[src/rtl/manual_driving_mode.sv]
// Manual-drive controller: decodes pedals, gear levers and turn switches
// into a 4-state engine FSM and produces registered chassis command (rec),
// status/LED (answer) and engine state (state1) outputs.
module manual_driving_mode #(
   parameter int unsigned BLINK_DIV = 50_000_000  // cycles per lamp toggle, >= 2
) (
   input  logic       clk,
   input  logic       rst,
   input  logic       throttle,
   input  logic       clutch,
   input  logic       brake,
   input  logic       turn_left_signal,
   input  logic       turn_right_signal,
   input  logic       move_forward_signal,
   input  logic       move_backward_signal,
   output logic [7:0] rec,
   output logic [7:0] answer,
   output logic [1:0] state1
);

   // Engine states, encoding is visible on state1.
   localparam logic [1:0] NOT_STARTED = 2'b00;
   localparam logic [1:0] STARTING    = 2'b01;
   localparam logic [1:0] MOVING      = 2'b10;
   localparam logic [1:0] POWER_OFF   = 2'b11;

   // Decoded gear lever position.
   localparam logic [1:0] GEAR_N = 2'b00;
   localparam logic [1:0] GEAR_F = 2'b01;
   localparam logic [1:0] GEAR_R = 2'b10;

   localparam int unsigned      CNT_W    = $clog2(BLINK_DIV);
   localparam logic [CNT_W-1:0] CNT_LAST = CNT_W'(BLINK_DIV - 1);

   logic [1:0]       state_q;
   logic [1:0]       state_d;
   logic [1:0]       gear;
   logic [1:0]       prev_gear_q;
   logic [CNT_W-1:0] blink_cnt_q;
   logic [CNT_W-1:0] blink_cnt_d;
   logic             lamp_q;
   logic             lamp_d;
   logic             turn_left_d;
   logic             turn_right_d;
   logic [7:0]       rec_d;
   logic [7:0]       answer_d;

   assign state1 = state_q;

   // Gear decode: both or neither lever means neutral.
   always_comb begin
      if (move_forward_signal && !move_backward_signal) begin
         gear = GEAR_F;
      end else if (move_backward_signal && !move_forward_signal) begin
         gear = GEAR_R;
      end else begin
         gear = GEAR_N;
      end
   end

   // Engine next-state logic; conditions are tested in priority order.
   always_comb begin
      // NOTE: default assignment first so every path drives state_d and no latch is inferred.
      state_d = state_q;
      case (state_q)
         NOT_STARTED: begin
            if (throttle && !clutch && !brake) begin
               state_d = POWER_OFF;              // throttle without clutch stalls
            end else if (throttle && clutch && !brake) begin
               state_d = STARTING;
            end
         end
         STARTING: begin
            if (brake) begin
               state_d = NOT_STARTED;
            end else if (throttle && !clutch) begin
               state_d = MOVING;
            end
         end
         MOVING: begin
            if (brake) begin
               state_d = NOT_STARTED;
            end else if ((gear != prev_gear_q) && !clutch) begin
               state_d = POWER_OFF;              // gear change without clutch stalls
            end else if (!throttle || clutch) begin
               state_d = STARTING;
            end
         end
         default: begin
            state_d = POWER_OFF;                 // absorbing until reset
         end
      endcase
   end

   // Turn request and lamp blinker; a new direction restarts the blink phase.
   always_comb begin
      turn_left_d  = turn_left_signal && !turn_right_signal && (state_d != POWER_OFF);
      turn_right_d = turn_right_signal && !turn_left_signal && (state_d != POWER_OFF);
      blink_cnt_d  = blink_cnt_q;
      lamp_d       = lamp_q;
      if (!turn_left_d && !turn_right_d) begin
         blink_cnt_d = '0;
         lamp_d      = 1'b0;
      end else if ({turn_right_d, turn_left_d} != rec[3:2]) begin
         blink_cnt_d = '0;
         lamp_d      = 1'b1;                     // lamp is on in the first active cycle
      end else if (blink_cnt_q == CNT_LAST) begin
         blink_cnt_d = '0;
         lamp_d      = !lamp_q;
      end else begin
         blink_cnt_d = blink_cnt_q + CNT_W'(1);
      end
   end

   // Output bytes computed from the next state so they line up with state1.
   always_comb begin
      rec_d      = 8'h00;
      rec_d[0]   = (state_d == MOVING) && (gear == GEAR_F);
      rec_d[1]   = (state_d == MOVING) && (gear == GEAR_R);
      rec_d[2]   = turn_left_d;
      rec_d[3]   = turn_right_d;

      answer_d    = 8'h00;
      answer_d[0] = 1'b1;
      answer_d[1] = (state_d == MOVING);
      answer_d[2] = (gear == GEAR_R);
      answer_d[3] = lamp_d && turn_left_d;
      answer_d[4] = lamp_d && turn_right_d;
      answer_d[5] = brake;
      answer_d[6] = clutch;
      answer_d[7] = throttle;
      if (state_d == POWER_OFF) begin
         answer_d = 8'h00;                       // dark panel once the engine has stalled
      end
   end

   // State, gear history, blinker and output registers.
   always_ff @(posedge clk) begin
      // NOTE: reset is synchronous, so it is only honoured on a clock edge.
      if (!rst) begin
         state_q     <= NOT_STARTED;
         prev_gear_q <= gear;
         blink_cnt_q <= '0;
         lamp_q      <= 1'b0;
         rec         <= 8'h00;
         answer      <= 8'h01;
      end else begin
         // NOTE: non-blocking assignments so every register samples pre-edge values.
         state_q     <= state_d;
         prev_gear_q <= gear;
         blink_cnt_q <= blink_cnt_d;
         lamp_q      <= lamp_d;
         rec         <= rec_d;
         answer      <= answer_d;
      end
   end

endmodule

[config.mk]
export PLATFORM = sky130hd
export DESIGN_NAME = manual_driving_mode
export DESIGN_NICKNAME = d
export VERILOG_FILES = /design/src/rtl/manual_driving_mode.sv
export SDC_FILE = /design/constraint.sdc
export NUM_CORES = 1
export LEC_CHECK = 0
export ABC_AREA = 1
export CORE_UTILIZATION = 54
export DETAILED_ROUTE_END_ITERATION = 8
export PLACE_DENSITY = 0.78
export SKIP_LAST_GASP = 1
export SYNTH_ARGS = -nofsm -noshare
export SYNTH_HDL_FRONTEND = slang
export SYNTH_SLANG_ARGS = --single-unit
[constraint.sdc]
create_clock -name clk -period 2.5 [get_ports clk]
set_input_delay 0.25 -clock clk [delete_from_list [all_inputs] [get_ports clk]]
set_output_delay 0.25 -clock clk [all_outputs]
set_load 0.05 [all_outputs]
**Yosys cells after proc, flatten, opt, wreduce, memory -nomap -nowiden**

Index checks and enable logic that the tools add are counted.

- Flip-flop bits (word level): 47
- Input bits: 9

- Reductions and logical operators: 30
- $add $sub $neg: 1
- Equality and inequality tests: 10
- Multiplexer cells: 14
- Bitwise gates (word level): 1

Operators with widths:

| operator | count |
|---|---|
| $add A26 B1 Y26 const B | 1 |
| $eq A26 B26 Y1 const B | 1 |
| $mux W2 | 9 |
| $logic_and A1 B1 Y1 | 16 |
| $logic_not A1 Y1 | 10 |
| $eq A2 B2 Y1 const B | 4 |
| $pmux W2 S3 | 1 |
| $eq A2 B1 Y1 const B | 2 |
| $mux W1 | 4 |
| $ne A2 B2 Y1 | 2 |
| $reduce_or A4 Y1 | 1 |
| $logic_not A2 Y1 | 1 |
| $ne A2 B2 Y1 const B | 1 |
| $reduce_or A2 Y1 | 1 |
| $logic_or A1 B1 Y1 | 1 |
| $not A1 Y1 | 1 |

**Depth between registers and ports, before layout**

- Depth after elaboration: 15
- Gate-level depth with buffers: 18
- Gate-level depth less buffers: 18

**Worst setup path after synthesis**

No wires, ideal clock.

- Kind: register -> register
- Start: reg state_q[1] (netlist: state1[1])
- End: reg blink_cnt_q[6]
- Data arrival time: 1.787 ns
- Slack: 0.598 ns
- Library setup time: 0.116 ns
- Cell stages (with the launch flop): 15
- Period minus slack after synthesis: 1.902 ns
- Buffers on the path: 1
- Path through: dfxtp_1 inv_1 nor3_1 nand2_1 nand2_1 nand2_1 nand2_2 nand2_4 nand2_1 nand2_1 nand2_1 inv_2 nand3_4 buf_6 nor2_1

- Longest elaborated chain between the ends: 9
- Elaborated cells between the ends (all ways): 19
- Those cells by class: 4 x eq/ne; 8 x mux; 7 x reduce/logical

RTL lines:

| what | RTL line | text |
|---|---|---|
| from (decl) | 35 | `logic [1:0] state_q;` |
| from (signal assigned) | 149 | `state_q <= state_d;` |
| $mux W2 | 85 | `end else if (!throttle \|\| clutch) begin` |
| $mux W2 | 83 | `end else if ((gear != prev_gear_q) && !clutch) begin` |
| $mux W2 | 81 | `if (brake) begin` |
| $pmux W2 S3 * | 65 | `case (state_q)` |
| $ne A2 B2 Y1 * | 97, 98 |  |
| $logic_and A1 B1 Y1, on equally long branches | 97, 98 |  |
| $logic_not A1 Y1 | 101 | `if (!turn_left_d && !turn_right_d) begin` |
| $logic_and A1 B1 Y1 | 101 |  |
| $reduce_or A4 Y1 (no line) * | - |  |
| to (signal assigned) | 151 | `blink_cnt_q <= blink_cnt_d;` |
| to (decl) | 39 | `logic [CNT_W-1:0] blink_cnt_q;` |

Every way passes the cells marked *; elsewhere a longest branch is shown, timed or not.
A chain may end at the register's enable or synchronous reset.

**Worst setup path after layout**

- Start: in move_forward_signal
- End: reg blink_cnt_q[16]

- Longest elaborated chain between the ends: 14
- Elaborated cells between the ends (all ways): 18
- Those cells by class: 3 x eq/ne; 5 x mux; 10 x reduce/logical

RTL lines:

| what | RTL line | text |
|---|---|---|
| from (decl) | 14 | `input logic move_forward_signal,` |
| $logic_not A1 Y1 | 54 | `end else if (move_backward_signal && !move_forward_signal) begin` |
| $logic_and A1 B1 Y1 | 54 |  |
| $mux W2 | 54 |  |
| $mux W2 * | 52 | `if (move_forward_signal && !move_backward_signal) begin` |
| $ne A2 B2 Y1 * | 83 |  |
| $logic_and A1 B1 Y1 * | 83 |  |
| $mux W2 * | 83 |  |
| $mux W2 * | 81 |  |
| $pmux W2 S3 * | 65 |  |
| $ne A2 B2 Y1 * | 97, 98 |  |
| $logic_and A1 B1 Y1, on equally long branches | 97, 98 |  |
| $logic_not A1 Y1 | 101 |  |
| $logic_and A1 B1 Y1 | 101 |  |
| $reduce_or A4 Y1 (no line) * | - |  |

Marks and branches as above.

==> summary.txt <==
Outcome - completed
Worst Hold End - blink_cnt_q[0]
Fillers - 310
Hold_ws - 0.473 ns
Total grt overflow - 0
Max FO, Critical Path - 26
Num ports - 27
WL/cell - 10.5 um
Initial core utilization - 58.9%
Root buffer cell - clkbuf_8
Critical path, cell by cell - clkdlybuf4s50_1, inv_1, nand2_2, nand2_1, nand2_1, inv_2, nand2_1, nand2_1, nand2_1, nand2_2, nand2_4, nand2_4, nand2_1, nand2_1, nand2_1, nand3_4, nor2_1
CTS resizes - 0
Unrepaired setup endpoints after global routing - no
Rows - 21
Initial antenna violation count - 0
Pin count of the biggest net entering global routing - 27
RR Startpoint - blink_cnt_q[0]
Cell variety after synth - 29
Nets@finish - 290
Number of enable flip-flop cells after synthesis - 0
CP max stage cell - clkdlybuf4s50_1
Worst setup EP type - flop
CTS clk-pin slew, worst paths - 0.07 ns
Total GRT Usage - 19.4%
Cell taking the most area after synthesis - dfxtp_1
Count leader, synth - dfxtp_1
Number of global-route vias before repair - 1452
Pre-Repair DR Iteration Count - 4
Placed insts - 319
Num CTS Buffers - 5
Flops & latches, synth - 43
Reg2reg path depth - 12
CP required - 2.72 ns
Layout cells sized above 1 - 16.4%
Area Growth Syn to Fin - 16.5%
Crit-path max cell delay - 0.51 ns
Reg2Reg Setup Slack - 0.52 ns
Hold path start - blink_cnt_q[0]
Power per Cell Area - 560 nW/um^2
Final hold vios - 0
Die area - 4040 um^2
Dominant cells by area after synthesis - dfxtp_1 (42%), xor2_1 (8.1%), inv_1 (7.7%)
Slew @ Worst Pin - 0.510 ns
Layout Cells excl Fill - 327
CP Launch Type - input port
Final instance area - 2380 um^2
HP Class - reg -> reg
Critical Path Most Common Cell - nand2_1
Leak - 0.934 nW
Mapped Area - 2040 um^2
DRT iter0 DRCs - 55
PnR Total Power - 1.33 mW
WS Path Type - in -> reg
CP arrival - 2.26 ns
Die Y - 63.5 um
Share of the synthesized area in the top cell type - 42.1%
DRC viols - 0
Yosys warning count - 0
CTS tree - done
Post-synthesis sequential area ratio - 42.1%
Pins Over Slew Limit - 0
CTS Hold Buffers Added - 0
ANT nets after route - 0
Setup violations, final - 0
DP Wirelength - 2450 um
Max Clock Skew - 0.00588 ns
Max_slew headroom - 65.9%
# Post-CTS Setup Buffers - 0
Ys async rst share - 0%
Post-synth top cells - dfxtp_1 (43), inv_1 (42), nor2_1 (36)
DP Area - 2280 um^2
Drt total wl - 3430 um
Max-cap viol count - 0
# H-tree levels - 2
Crit path time final - 2.03 ns
Final TNS setup - 0 ns
First-pass GRT wire length - 6110 um
Synth Area per Inst - 8.05 um^2
RR Endpoint - blink_cnt_q[24]
Fmax achieved - 492 MHz
Final worst-path cycle share - 81.3%
Top FF cell, synth - dfxtp_1
Via/cell ratio - 4.64
Die Wd - 63.5 um
Clock latency on the worst-skew pair - 0.30 ns
CTS sink count - 43
Clk buf depth - 2
Vias post-DR - 1518
Max VDD drop - 0.000340 V
Hold Path Stages - 1
GP Congestion - 0.775
Core area - 3470 um^2
Inserted Diodes - 0
Synth Instances - 254
PortBufs - 22
==> how the worst max path moves through the flow <==
stage / startpoint / to / slack, ns / depth (start not counted)
after global placement: move_forward_signal / blink_cnt_q[6] / 0.25 / 17
final: move_forward_signal / blink_cnt_q[16] / 0.47 / 17
after CTS: move_forward_signal / blink_cnt_q[16] / 0.46 / 17
after floorplan: state1[1] / blink_cnt_q[6] / 0.60 / 14
after global routing: move_backward_signal / blink_cnt_q[10] / 0.21 / 17
after detailed placement: move_forward_signal / blink_cnt_q[16] / 0.15 / 17
==> cell type report <==
cell class | count | area, um^2 | share of cell area (%)
multi-input combinational | 163 | 973 | 40.9
timing repair buffer | 22 | 220 | 9.25
inverter | 45 | 169 | 7.09
sequential | 43 | 861 | 36.2
tap | 46 | 57.6 | 2.42
clock buffer | 8 | 100 | 4.20
==> through the flow <==
step / utilization, % / worst slack [ns]
floorplan: - / 0.598
global placement: 65.8 / 0.246
detailed placement: 65.8 / 0.151
CTS: 68.7 / 0.458
global route: 68.7 / 0.210
finish: 68.7 / 0.468
==> state kept, by name, indices dropped and copies added, names as in the netlist <==
register     cells
answer           8
rec              4
prev_gear_q      2
lamp_q           1
blink_cnt_q     26
state1           2
==> per-layer routing <==
metal / share of wire [%] / up-vias / GRT usage (%) / routed length (um)
li1: - / 817 / - / -
met1: 51 / 667 / 26.5 / 1770
met2: 41 / 23 / 27.0 / 1420
met3: 4.2 / 11 / 5.62 / 145
met4: 2.9 / 0 / 10.5 / 99
met5: 0 / - / 0 / 0
==> logic make-up (layout without fill, tap and decap cells) <==
logic type / Yosys count / count (layout) / synth area share (%)
AO/OA/AOI/OAI: 5 / 5 / 1.71
XOR/XNOR: 24 / 24 / 10.3
adder cells (fa/ha/maj): 1 / 1 / 0.612
buffers and inverters: 51 / 75 / 10.8
flip-flops: 43 / 43 / 42.1
other: 1 / 4 / 0.183
AND/OR/NAND/NOR: 129 / 129 / 34.3
==> critical path, delay by kind of cell <==
kind	cells	cell delay, ns
buf+inv	3	0.63
simple gates	14	1.37
==> report_power, final <==
part	internal (mW)	total [mW]	switching [mW]
sequential	0.698	0.707	0.00881
combinational	0.0467	0.148	0.101
clock	0.252	0.479	0.227
==> cells in the final DEF, fill, tap and decap left out, drive strengths merged <==
cell	count
dfxtp	43
nor2	51
a31o	1
o21a	1
a21oi	2
nor4	2
ha	1
xor2	19
inv	45
xnor2	5
nor3	11
conb	4
nand2	42
o21ai	1
clkdlybuf4s50	22
clkbuf	8
nand4	6
nand3	17
(Power assumes the default switching activity.)
